==> config.mk <==
export PLATFORM = sky130hd
export DESIGN_NAME = muldiv_unit_flat
export DESIGN_NICKNAME = d
export VERILOG_FILES = /design/src/rtl/muldiv_unit_if.sv /design/src/rtl/muldiv_unit.sv /design/src/flat_wrapper.sv
export SDC_FILE = /design/constraint.sdc
export NUM_CORES = 1
export LEC_CHECK = 0
export CELL_PAD_IN_SITES_DETAIL_PLACEMENT = 0
export CELL_PAD_IN_SITES_GLOBAL_PLACEMENT = 1
export CORE_MARGIN = 5
export CORE_UTILIZATION = 35
export CTS_CLUSTER_SIZE = 28
export DETAILED_ROUTE_END_ITERATION = 7
export PLACE_DENSITY_LB_ADDON = 0.08
export SYNTH_ARGS = -nofsm -noshare
export SYNTH_HDL_FRONTEND = slang
export SYNTH_SLANG_ARGS = --single-unit
export TNS_END_PERCENT = 5
==> constraint.sdc <==
create_clock -name clk -period 9.95 [get_ports clk]
set_input_delay 1.4925 -clock clk [delete_from_list [all_inputs] [get_ports clk]]
set_output_delay 1.4925 -clock clk [all_outputs]
set_load 0.02 [all_outputs]
==> src/rtl/muldiv_unit_if.sv <==
// Request/result bundle for muldiv_unit: the master issues operations,
// the slave (the unit) returns status and the HI/LO results.
interface muldiv_unit_if #(parameter int WIDTH = 32);
  logic             start;
  logic             op;
  logic             flush;
  logic [WIDTH-1:0] dataA;
  logic [WIDTH-1:0] dataB;
  logic             busy;
  logic             done;
  logic             dbz;
  logic [WIDTH-1:0] hi;
  logic [WIDTH-1:0] lo;

  modport master (
    output start, op, flush, dataA, dataB,
    input  busy, done, dbz, hi, lo
  );

  modport slave (
    input  start, op, flush, dataA, dataB,
    output busy, done, dbz, hi, lo
  );
endinterface

==> src/rtl/muldiv_unit.sv <==
// Iterative unsigned multiply/divide unit (MULTU/DIVU) with HI/LO result
// registers: one result bit per cycle, abortable by flush.
module muldiv_unit #(
  parameter int WIDTH = 32
) (
  input  logic         clk,
  input  logic         rst,
  muldiv_unit_if.slave bus
);

  localparam int            CW   = (WIDTH > 1) ? $clog2(WIDTH) : 1;
  localparam logic [CW-1:0] LAST = CW'(WIDTH - 1);

  typedef enum logic [1:0] {
    IDLE = 2'd0,
    MUL  = 2'd1,
    DIV  = 2'd2,
    DONE = 2'd3
  } state_t;

  state_t               state_r;
  state_t               state_next_s;
  logic [CW-1:0]        cnt_r;
  logic [WIDTH-1:0]     opa_r;
  logic [WIDTH-1:0]     opb_r;
  logic [2*WIDTH-1:0]   acc_r;
  logic [WIDTH-1:0]     rem_r;
  logic [WIDTH-1:0]     hi_r;
  logic [WIDTH-1:0]     lo_r;
  logic                 dbz_r;
  logic                 busy_r;
  logic                 done_r;

  logic [WIDTH:0]       mul_sum_s;
  logic [2*WIDTH-1:0]   mul_next_s;
  logic [WIDTH:0]       div_shift_s;
  logic                 div_ge_s;
  logic [WIDTH-1:0]     div_diff_s;
  logic [WIDTH-1:0]     rem_next_s;
  logic [WIDTH-1:0]     quo_next_s;
  logic                 last_s;
  logic                 div_zero_s;
  logic                 accept_s;

  assign last_s     = (cnt_r == LAST);
  assign div_zero_s = (opb_r == {WIDTH{1'b0}});
  assign accept_s   = bus.start && !bus.flush;

  // One shift-add or restoring-divide step; acc_r holds {partial product, multiplier}
  // for MULTU and the shifting dividend/quotient in its low half for DIVU.
  always_comb begin
    mul_sum_s   = {1'b0, acc_r[2*WIDTH-1:WIDTH]}
                + (acc_r[0] ? {1'b0, opa_r} : {(WIDTH+1){1'b0}});
    mul_next_s  = {mul_sum_s, acc_r[WIDTH-1:1]};
    div_shift_s = {rem_r, acc_r[WIDTH-1]};
    div_ge_s    = (div_shift_s >= {1'b0, opb_r});
    div_diff_s  = div_shift_s[WIDTH-1:0] - opb_r;
    rem_next_s  = div_ge_s ? div_diff_s : div_shift_s[WIDTH-1:0];
    quo_next_s  = {acc_r[WIDTH-2:0], div_ge_s};
  end

  // Next-state logic
  always_comb begin
    state_next_s = state_r;
    case (state_r)
      IDLE: begin
        if (accept_s) begin
          state_next_s = bus.op ? DIV : MUL;
        end else begin
          state_next_s = IDLE;
        end
      end
      MUL: begin
        if (bus.flush) begin
          state_next_s = IDLE;
        end else if (last_s) begin
          state_next_s = DONE;
        end else begin
          state_next_s = MUL;
        end
      end
      DIV: begin
        if (bus.flush) begin
          state_next_s = IDLE;
        end else if (div_zero_s || last_s) begin
          state_next_s = DONE;
        end else begin
          state_next_s = DIV;
        end
      end
      DONE:    state_next_s = IDLE;
      default: state_next_s = IDLE;
    endcase
  end

  // State register with busy/done registered from the next state
  always_ff @(posedge clk or posedge rst) begin
    if (rst) begin
      state_r <= IDLE;
      busy_r  <= 1'b0;
      done_r  <= 1'b0;
    end else begin
      state_r <= state_next_s;
      busy_r  <= (state_next_s == MUL) || (state_next_s == DIV);
      done_r  <= (state_next_s == DONE);
    end
  end

  // Operand capture, iteration and HI/LO commit
  always_ff @(posedge clk or posedge rst) begin
    if (rst) begin
      cnt_r <= {CW{1'b0}};
      opa_r <= {WIDTH{1'b0}};
      opb_r <= {WIDTH{1'b0}};
      acc_r <= {(2*WIDTH){1'b0}};
      rem_r <= {WIDTH{1'b0}};
      hi_r  <= {WIDTH{1'b0}};
      lo_r  <= {WIDTH{1'b0}};
      dbz_r <= 1'b0;
    end else begin
      case (state_r)
        IDLE: begin
          if (accept_s) begin
            opa_r <= bus.dataA;
            opb_r <= bus.dataB;
            acc_r <= {{WIDTH{1'b0}}, (bus.op ? bus.dataA : bus.dataB)};
            rem_r <= {WIDTH{1'b0}};
            cnt_r <= {CW{1'b0}};
          end
        end
        MUL: begin
          if (!bus.flush) begin
            acc_r <= mul_next_s;
            cnt_r <= cnt_r + CW'(1);
            if (last_s) begin
              hi_r  <= mul_next_s[2*WIDTH-1:WIDTH];
              lo_r  <= mul_next_s[WIDTH-1:0];
              dbz_r <= 1'b0;
            end
          end
        end
        DIV: begin
          // A zero divisor short-circuits the iteration with the MIPS-style result
          if (!bus.flush) begin
            if (div_zero_s) begin
              hi_r  <= opa_r;
              lo_r  <= {WIDTH{1'b1}};
              dbz_r <= 1'b1;
            end else begin
              acc_r <= {acc_r[2*WIDTH-1:WIDTH], quo_next_s};
              rem_r <= rem_next_s;
              cnt_r <= cnt_r + CW'(1);
              if (last_s) begin
                hi_r  <= rem_next_s;
                lo_r  <= quo_next_s;
                dbz_r <= 1'b0;
              end
            end
          end
        end
        DONE:    cnt_r <= cnt_r;
        default: cnt_r <= cnt_r;
      endcase
    end
  end

  assign bus.busy = busy_r;
  assign bus.done = done_r;
  assign bus.dbz  = dbz_r;
  assign bus.hi   = hi_r;
  assign bus.lo   = lo_r;

endmodule

==> src/flat_wrapper.sv <==
// flat-port wrapper written by rule: the top's interface ports become plain ports
module muldiv_unit_flat 
#(
  parameter int WIDTH = 32
)
  (clk, rst, bus_start, bus_op, bus_flush, bus_dataA, bus_dataB, bus_busy, bus_done, bus_dbz, bus_hi, bus_lo);
  muldiv_unit_if #(.WIDTH(WIDTH)) bus_i ();
  input  logic clk;
  input  logic rst;
  input wire logic [$bits(bus_i.start)-1:0] bus_start;
  input wire logic [$bits(bus_i.op)-1:0] bus_op;
  input wire logic [$bits(bus_i.flush)-1:0] bus_flush;
  input wire logic [$bits(bus_i.dataA)-1:0] bus_dataA;
  input wire logic [$bits(bus_i.dataB)-1:0] bus_dataB;
  output wire logic [$bits(bus_i.busy)-1:0] bus_busy;
  output wire logic [$bits(bus_i.done)-1:0] bus_done;
  output wire logic [$bits(bus_i.dbz)-1:0] bus_dbz;
  output wire logic [$bits(bus_i.hi)-1:0] bus_hi;
  output wire logic [$bits(bus_i.lo)-1:0] bus_lo;
  assign bus_i.start = bus_start;
  assign bus_i.op = bus_op;
  assign bus_i.flush = bus_flush;
  assign bus_i.dataA = bus_dataA;
  assign bus_i.dataB = bus_dataB;
  assign bus_busy = bus_i.busy;
  assign bus_done = bus_i.done;
  assign bus_dbz = bus_i.dbz;
  assign bus_hi = bus_i.hi;
  assign bus_lo = bus_i.lo;
  muldiv_unit #(.WIDTH(WIDTH)) u_core (.clk(clk), .rst(rst), .bus(bus_i));
endmodule
==> impl_metrics.csv <==
group,metric,value,unit
outcome,status,"completed",
timing,period_minus_slack,4.00,ns
timing,grt_setup_unrepaired,"false",
worst_setup_path,worst_path_most_repeated_cell,"nor2_1",
synthesis,synthAdderAreaFrac,0.0641,
timing,finalHoldViolations,0,
floorplan,coreArea,40800,um2
floorplan,initial_core_util,0.354,
floorplan,pin_count,136,
power,pwr-share-seq,0.398,
synthesis,synth_area_leaders,"dfrtp_1 (40%), ha_1 (6.1%), o21ai_0 (5.4%), mux2_2 (5.1%), nand2_1 (4.5%)",
synthesis,synthXorXnorAreaFrac,0.0351,
cells_and_area,final_cell_mix,"dfrtp_1 (234), nand2_1 (174), o21ai_0 (156), clkdlybuf4s50_1 (134), a21oi_1 (87)",
placement,port_buffers,135,
worst_setup_path,startpoint_type,"input port",
cells_and_area,final_nets,1790,
routing,drtIter0Drc,966,
synthesis,synthMuxAreaShare,0.0686,
floorplan,die_w,213,um
timing,drv_slew,0,
global_route,grt_first_pass_wirelength,79300,um
worst_setup_path,path_class,"input port to flop",
placement,hpwl,39200,um
worst_setup_path,end_kind,"flop",
synthesis,syn_nets,1713,
timing,finalCritPeriodShare,0.402,
floorplan,rows,74,
cells_and_area,num_antenna_cells,0,
clocking,cts.repair.resized,0,
global_route,grt_overflow,0,
routing,avgRoutedWirePerCell,23.9,um
synthesis,yosysTopAreaCellShare,0.405,
clocking,h-tree-depth,1,
routing,drtAntennaViolNets,0,
clocking,cts_buffers,29,
power,pwr-share-comb,0.198,
worst_setup_path,slowest_stage,"nor2_1",
timing,totalNegativeSetupSlack,0,ns
cells_and_area,layout-drive-gt1-share,0.0929,
worst_setup_path,crit_chain,"clkdlybuf4s50_1 > nor2_1 > o21ai_4 > buf_4 > nor2_1 > a22oi_1 > o21ai_0",
synthesis,synth_warnings,0,
global_route,grt_max_degree,100,
global_route,grt_pass1_vias,12200,
synthesis,synth_compound_area_frac,0.226,
floorplan,die-area,45500,um2
clocking,max-clock-path-buffers,3,
timing,slew_headroom,0.209,
worst_setup_path,cp.arrival,4.48,ns
clocking,holdBufCountCts,0,
min_path,min_path_type,"flop to flop",
run,cap_violations,0,
worst_setup_path,path_max_fanout,63,
synthesis,syn_inst,1571,
timing,fin_hold_ws,0.480,ns
cells_and_area,final_common_cell,"dfrtp_1",
synthesis,synth_edf_count,0,
power,leakagePower,7.59,nW
synthesis,synth_top_family_by_area,"compound AO/OA/AOI/OAI gates",
power,p_switching,911,uW
clocking,root_buffer,"clkbuf_16",
clocking,cts_tree,"built",
clocking,clkLatencyLatePin,0.56,ns
floorplan,die_h,213,um
placement,place_congestion,0.842,
timing,setup_violations,0,
power,p_int,2.02,mW
synthesis,synthDistinctLibCells,75,
synthesis,synth_top_area_cell,"dfrtp_1",
routing,dr_total_vias,12300,
synthesis,syn_area_per_cell,9.21,um2
timing,fin_worst_skew,0.0121,ns
power,clockPowerShare,0.404,
synthesis,syn_area,14500,um2
clocking,clock_sinks,234,
timing,max_freq,0.250,GHz
worst_setup_path,crit_path_max_incr_delay,0.97,ns
power,swShare,0.310,
cells_and_area,area_growth_syn_to_layout,19.5,%
power,vdd_drop_max,0.130,mV
synthesis,yosys.area_share.simple,0.159,
synthesis,seq_area_frac_synth,0.405,
timing,tightestPinTransition,1.18,ns
cells_and_area,fill_cells,4072,
global_route,antenna_found_initial,3,
synthesis,synth-seq-cells,234,
clocking,postCtsSetupRepairBufs,0,
routing,wl,52600,um
synthesis,async_flop_share,1.00,
global_route,grt_usage,0.227,
clocking,cts.clk_slew.worst_paths,0.06,ns
routing,firstDrtPassIters,5,
worst_setup_path,critPathRequiredTime,10.43,ns
routing,remaining_drc_errors,0,
synthesis,synthFlopType,"dfrtp_1",
routing,vias_per_cell,5.61,
power,powerDensity,170,nW/um2
-- cells in the mapped netlist, types with 10 or more instances --
| cell type | instances |
|---|---|
| mux2_2 | 65 |
| mux2i_1 | 26 |
| nand4_1 | 17 |
| nand2_1 | 174 |
| nor2_1 | 68 |
| a221oi_1 | 35 |
| nor2b_1 | 42 |
| a21oi_1 | 87 |
| and3_1 | 12 |
| and2_1 | 40 |
| ha_1 | 71 |
| inv_1 | 49 |
| or3_1 | 35 |
| dfrtp_1 | 234 |
| a211oi_1 | 35 |
| a21o_1 | 20 |
| nor4_1 | 11 |
| clkbuf_1 | 84 |
| o211ai_1 | 12 |
| a22o_1 | 29 |
| o21ai_1 | 15 |
| xnor2_1 | 34 |
| o21ai_0 | 156 |
| buf_2 | 11 |
| o31ai_1 | 35 |
| nand3_1 | 25 |
| nor3_1 | 10 |
| xor2_1 | 24 |
-- per-stage QoR --
stage	power (mW)	instances	cell area [um2]	worst slack [ns]	util
global placement	1.76	2149	16200	5.52	0.397
global route	3.07	2201	17300	5.63	0.423
floorplan	1.53	1571	14500	2.04	-
finish	2.93	2201	17300	5.95	0.423
CTS	2.96	2201	17300	5.96	0.423
detailed placement	1.76	2149	16200	5.36	0.397
-- sequential cells by signal, summed over array words and instances (netlist names) --
register and count:
u_core.opa_r 32, u_core.bus.done 1, u_core.acc_r 64, u_core.cnt_r 5, u_core.bus.hi 32, u_core.bus.busy 1
u_core.state_r 2, u_core.bus.dbz 1, u_core.opb_r 32, u_core.bus.lo 32, u_core.rem_r 32
-- power by group through the flow --
stage	Clock [mW]	Combinational (mW)	Sequential, mW
6_report	1.18	0.581	1.17
5_1_grt	1.24	0.644	1.18
4_1_cts	1.21	0.585	1.17
3_5_place_dp	0	0.582	1.18
3_3_place_gp	0	0.581	1.18
2_1_floorplan	0	0.402	1.13
-- cell families (layout without fill, tap and decap cells) --
group | count (synthesis) | count (layout)
AO/OA/AOI/OAI | 497 | 497
buffers and inverters | 156 | 254
AND/OR/NAND/NOR | 462 | 462
flip-flops | 234 | 234
XOR/XNOR | 58 | 58
multiplexers | 91 | 91
adder cells (fa/ha/maj) | 73 | 73
-- critical path: cells and delay by family --
kind                   cells  cell delay [ns]
AO/OA/AOI/OAI              3             0.65
buffers and inverters      2             1.00
AND/OR/NAND/NOR            2             1.28
-- per-layer routing --
| layer | vias to the layer above | track usage | wire [um] |
|---|---|---|---|
| met3 | 45 | 0.0373 | 3150 |
| met1 | 6065 | 0.342 | 25400 |
| met4 | 0 | 0.0489 | 1040 |
| li1 | 5904 | - | - |
| met2 | 326 | 0.345 | 23000 |
| met5 | - | 0 | 0 |
-- final timing paths --
| path | start | to | slack (ns) | cells after the start |
|---|---|---|---|---|
| max | bus_flush | u_core.bus.hi[16] | 5.95 | 7 |
| min | u_core.bus.lo[3] | u_core.bus.lo[3] | 0.48 | 2 |
| max reg2reg | u_core.opb_r[4] | u_core.bus.hi[16] | 6.06 | 9 |
| min reg2reg | u_core.bus.lo[3] | u_core.bus.lo[3] | 0.48 | 2 |
| max in group asynchronous | rst | u_core.acc_r[35] | 7.05 | 3 |
| min in group asynchronous | rst | u_core.bus.lo[14] | 1.46 | 2 |
-- final cells by class --
| class | instances | area [um2] | share of cell area |
|---|---|---|---|
| clock buffer | 40 | 847 | 0.0490 |
| tap | 532 | 666 | 0.0385 |
| inverter | 49 | 191 | 0.0111 |
| multi-input combinational | 1181 | 8030 | 0.465 |
| timing repair buffer | 153 | 1480 | 0.0857 |
| sequential | 234 | 5860 | 0.339 |
| clock inverter | 12 | 215 | 0.0124 |
Note: power is estimated with default switching activity, not from simulation.
